==> src/rtl/pll_lock_sequencer.sv <==
// PLL start-up sequencer: holds the PLL in reset, qualifies LOCK, then releases the system reset.
// Lock timeouts are retried a bounded number of times before FAULT; lock loss in RUN restarts the sequence.
module pll_lock_sequencer #(
  parameter int RESET_CYCLES        = 16,
  parameter int LOCK_STABLE_CYCLES  = 256,
  parameter int LOCK_TIMEOUT_CYCLES = 65536,
  parameter int MAX_RETRIES         = 3,
  parameter int BYPASS_ON_FAULT     = 1
) (
  input  logic                             clk_i,
  input  logic                             sreset_i,
  input  logic                             pll_lock_i,
  input  logic                             restart_i,
  output logic                             pll_resetb_o,
  output logic                             pll_bypass_o,
  output logic                             sys_reset_o,
  output logic                             locked_o,
  output logic                             fault_o,
  output logic [$clog2(MAX_RETRIES+1)-1:0] retry_count_o
);

  localparam int MAX_AB = (RESET_CYCLES > LOCK_STABLE_CYCLES) ? RESET_CYCLES : LOCK_STABLE_CYCLES;
  localparam int MAXC   = (MAX_AB > LOCK_TIMEOUT_CYCLES) ? MAX_AB : LOCK_TIMEOUT_CYCLES;
  localparam int CW     = $clog2(MAXC) + 1;
  localparam int RW     = $clog2(MAX_RETRIES + 1);

  localparam logic [CW-1:0] RST_END  = CW'(RESET_CYCLES - 1);
  localparam logic [CW-1:0] STAB_END = CW'(LOCK_STABLE_CYCLES - 1);
  localparam logic [CW-1:0] TO_END   = CW'(LOCK_TIMEOUT_CYCLES - 1);
  localparam logic [RW-1:0] RETRY_MAX = RW'(MAX_RETRIES);

  typedef enum logic [2:0] {
    S_RESET = 3'd0,
    S_WAIT  = 3'd1,
    S_STAB  = 3'd2,
    S_RUN   = 3'd3,
    S_FAULT = 3'd4
  } state_t;

  state_t          state_q, state_d;
  logic [CW-1:0]   cnt_q, cnt_d;
  logic [RW-1:0]   retry_q, retry_d;
  logic [1:0]      sync_q;
  logic            lock_s;
  logic            enter;

  logic pll_resetb_q, pll_resetb_d;
  logic pll_bypass_q, pll_bypass_d;
  logic sys_reset_q,  sys_reset_d;
  logic locked_q,     locked_d;
  logic fault_q,      fault_d;

  // LOCK is asynchronous to the reference clock
  always_ff @(posedge clk_i) begin
    if (sreset_i) sync_q <= 2'b00;
    else          sync_q <= {sync_q[0], pll_lock_i};
  end
  assign lock_s = sync_q[1];

  always_ff @(posedge clk_i) begin
    if (sreset_i) begin
      state_q      <= S_RESET;
      cnt_q        <= '0;
      retry_q      <= '0;
      pll_resetb_q <= 1'b0;
      pll_bypass_q <= 1'b0;
      sys_reset_q  <= 1'b1;
      locked_q     <= 1'b0;
      fault_q      <= 1'b0;
    end else begin
      state_q      <= state_d;
      cnt_q        <= cnt_d;
      retry_q      <= retry_d;
      pll_resetb_q <= pll_resetb_d;
      pll_bypass_q <= pll_bypass_d;
      sys_reset_q  <= sys_reset_d;
      locked_q     <= locked_d;
      fault_q      <= fault_d;
    end
  end

  always_comb begin
    state_d = state_q;
    retry_d = retry_q;
    enter   = 1'b0;
    unique case (state_q)
      S_RESET: if (cnt_q == RST_END) begin
        state_d = S_WAIT;
        enter   = 1'b1;
      end
      // lock wins over a coincident timeout
      S_WAIT: if (lock_s) begin
        state_d = S_STAB;
        enter   = 1'b1;
      end else if (cnt_q == TO_END) begin
        retry_d = retry_q + RW'(1);
        state_d = (retry_d == RETRY_MAX) ? S_FAULT : S_RESET;
        enter   = 1'b1;
      end
      S_STAB: if (!lock_s) begin
        state_d = S_WAIT;
        enter   = 1'b1;
      end else if (cnt_q == STAB_END) begin
        state_d = S_RUN;
        retry_d = '0;
        enter   = 1'b1;
      end
      S_RUN: if (!lock_s) begin
        state_d = S_RESET;
        enter   = 1'b1;
      end
      S_FAULT: ;
      default: begin
        state_d = S_RESET;
        enter   = 1'b1;
      end
    endcase
    if (restart_i) begin
      state_d = S_RESET;
      retry_d = '0;
      enter   = 1'b1;
    end
    if (enter)
      cnt_d = '0;
    else if (state_q == S_RESET || state_q == S_WAIT || state_q == S_STAB)
      cnt_d = cnt_q + CW'(1);
    else
      cnt_d = cnt_q;
  end

  // Outputs are decoded from the next state so they change on the entry edge
  always_comb begin
    pll_resetb_d = 1'b0;
    pll_bypass_d = 1'b0;
    sys_reset_d  = 1'b1;
    locked_d     = 1'b0;
    fault_d      = 1'b0;
    unique case (state_d)
      S_RESET: ;
      S_WAIT, S_STAB: pll_resetb_d = 1'b1;
      S_RUN: begin
        pll_resetb_d = 1'b1;
        sys_reset_d  = 1'b0;
        locked_d     = 1'b1;
      end
      S_FAULT: begin
        fault_d      = 1'b1;
        pll_bypass_d = (BYPASS_ON_FAULT != 0);
        sys_reset_d  = (BYPASS_ON_FAULT == 0);
      end
      default: ;
    endcase
  end

  assign pll_resetb_o  = pll_resetb_q;
  assign pll_bypass_o  = pll_bypass_q;
  assign sys_reset_o   = sys_reset_q;
  assign locked_o      = locked_q;
  assign fault_o       = fault_q;
  assign retry_count_o = retry_q;

endmodule
==> config.mk <==
export PLATFORM = sky130hd
export DESIGN_NAME = pll_lock_sequencer
export DESIGN_NICKNAME = d
export VERILOG_FILES = /design/src/rtl/pll_lock_sequencer.sv
export SDC_FILE = /design/constraint.sdc
export NUM_CORES = 1
export LEC_CHECK = 0
export ABC_CLOCK_PERIOD_IN_PS = 6250
export CAP_MARGIN = 20
export CELL_PAD_IN_SITES_DETAIL_PLACEMENT = 1
export CELL_PAD_IN_SITES_GLOBAL_PLACEMENT = 2
export CORE_MARGIN = 1
export CORE_UTILIZATION = 39
export CTS_CLUSTER_SIZE = 12
export DETAILED_ROUTE_END_ITERATION = 12
export GPL_TIMING_DRIVEN = 0
export PLACE_DENSITY_LB_ADDON = 0.1
export SLEW_MARGIN = 5
export SYNTH_ARGS = -nofsm -noshare
export SYNTH_HDL_FRONTEND = slang
export SYNTH_SLANG_ARGS = --single-unit
==> constraint.sdc <==
create_clock -name clk_i -period 6.25 [get_ports clk_i]
set_input_delay 0.625 -clock clk_i [delete_from_list [all_inputs] [get_ports clk_i]]
set_output_delay 0.625 -clock clk_i [all_outputs]
set_load 0.1 [all_outputs]
==> reports/qor.yml <==
final_max_slew_viol_count: 0
worst_pin_slew_ps: 966
grt_usage: 0.183
fmax_mhz: 385
start_kind: "flip-flop"
totalWireLength_mm: 3.29
hold_viol: 0
first_iter_violations: 61
wire_per_inst_um: 15.0
final_cell_mix: "dfxtp_1, nor3_1, nor3_2, clkdlybuf4s50_1"
max-clock-path-buffers: 2
ctsHtreeMaxLevel: 1
fin_skew_ps: 6.51
grt_pass1_vias: 1240
drive_gt1_frac: 0.174
netlist_area_mm2: 0.00150
final_nets: 180
postCtsHoldBufs: 0
tns_ps: 0
rsz0062_at_grt: "no"
hp-class: "reg -> reg"
yosys.area.top_type: "dfxtp_1"
clkLatencyLatePin_ps: 270
ys_types: 48
setup_violations: 0
synth-edff-count: 0
final_core_util: 0.468
min_period_over_period: 0.415
crit_top_cell: "nand3_1"
required_ps: 6410
cts-resized-gates: 0
syn_nets: 165
crit_chain: "and4_1 > clkbuf_1 > nand3_1 > nor4_1 > ha_1 > nor4bb_1 > nand2b_1 > nand3_1 > o32ai_1"
ys_ff_latch: 28
powerDensity_mw_per_mm2: 178
cts_tree: "done"
drv_cap: 0
status: "finished, final reports clean"
synth_area_leaders: "dfxtp_1, nor3_2, xnor2_1"
post_cts_buffers: 0
crit_slowest_cell: "nor4bb_1"
pin_count: 11
via_per_inst: 5.40
first_pass_iters: 4
seq_area_frac_synth: 0.374
overflow: 0
slowest_delay_ps: 500
initial_core_util: 0.409
rows: 22
critPathMaxFanout: 6
die_x_um: 64.0
finalCriticalPeriod_ps: 2600
syn_area_per_cell_um2: 9.49
cts_root_buf: "clkbuf_8"
antenna_left: 0
coreArea_mm2: 0.00366
cts_inserted_buffers: 3
synth_top_cell_area_share: 0.374
synth-async-reset-ratio: 0
final_common_cell: "dfxtp_1"
fill_cells: 429
p_leak_nw: 0.589
die_h_um: 64.0
place_congestion: 0.721
path_class: "reg -> reg"
hpwl_mm: 2.53
cp.arrival_ps: 2750
cts_sinks: 28
antenna_found_initial: 0
grt_pass1_wl_mm: 5.78
ir_drop_uv: 92.3
setup.worst_path.end_class: "flip-flop"
grt_start_max_net_pins: 16
diodes: 0
slew-limit-headroom: 0.354
synthToLayoutAreaGrowth_pct: 14.4
drc_errors: 0
portBuffers: 10
dieArea_mm2: 0.00410
crit_buf_inv: 1
syn_inst: 158
synth-main-ff-cell: "dfxtp_1"
vias: 1187
path_clk_slew_ps: 100
yosysWarnings: 0
path_delay_family: "simple AND/OR/NAND/NOR gates"
==> cell families after synthesis <==
logic type | synth area share
xor+xnor | 0.0760
fa+ha+maj | 0.0250
flops | 0.374
simple gates | 0.329
compound gates | 0.106
buf+inv | 0.0701
mux | 0.0200
==> path summary, 6_finish.rpt <==
| check | depth (start not counted) | endpoint | start | slack, ps |
|---|---|---|---|---|
| worst min-delay path | 1 | sync_q[1] | sync_q[0] | 450 |
| worst max-delay path | 9 | retry_count_o[1] | cnt_q[9] | 3650 |
| worst max register to register | 9 | retry_count_o[1] | cnt_q[9] | 3650 |
| worst min register to register | 1 | sync_q[1] | sync_q[0] | 450 |
==> where the power goes <==
part | total, mW | switching (mW) | internal (mW)
registers | 0.181 | 0.00132 | 0.179
clock network | 0.114 | 0.0571 | 0.0564
logic | 0.0106 | 0.00571 | 0.00487
total | 0.305 | 0.0642 | 0.241
==> cell type report <==
class | instances | area (um^2) | area share
clock buffer | 4 | 55.1 | 0.0321
buffer | 10 | 78.8 | 0.0460
sequential | 28 | 561 | 0.327
multi-input combinational | 113 | 833 | 0.486
inverter | 7 | 26.3 | 0.0153
timing repair buffer | 10 | 100 | 0.0584
tap | 48 | 60.1 | 0.0350
==> state kept, by name (all words and copies together), names as in the netlist <==
name and count:
cnt_q 17, fault_o 1, locked_o 1, pll_resetb_o 1, retry_count_o 2, state_q 3
sync_q 2, sys_reset_o 1
==> stage by stage <==
step	power, mW	instances	setup WS, ps	instance area (um^2)	hold slack, ps
3_5_place_dp	0.196	216	3640	1660	435
4_1_cts	0.309	220	3620	1710	458
6_report	0.305	220	3650	1710	451
2_1_floorplan	0.191	158	4050	1500	414
5_1_grt	0.320	220	3350	1710	470
3_3_place_gp	0.195	216	3720	1660	431
==> synthesized netlist by cell type, drive strengths merged (3+ instances only) <==
library cell / count
dfxtp: 28
nor3: 21
nand2: 9
nor4: 9
xnor2: 9
nor2: 8
buf: 7
inv: 7
nand4: 7
a21oi: 6
nand3: 6
xor2: 4
clkbuf: 3
ha: 3
mux2i: 3
==> metal layers <==
layer | GRT usage | up-vias | wire [um]
met5 | 0 | - | 0
li1 | - | 598 | -
met2 | 0.332 | 10 | 1730
met1 | 0.224 | 577 | 1490
met3 | 0.0268 | 2 | 59
met4 | 0.0426 | 0 | 14
(Power assumes the default switching activity.)
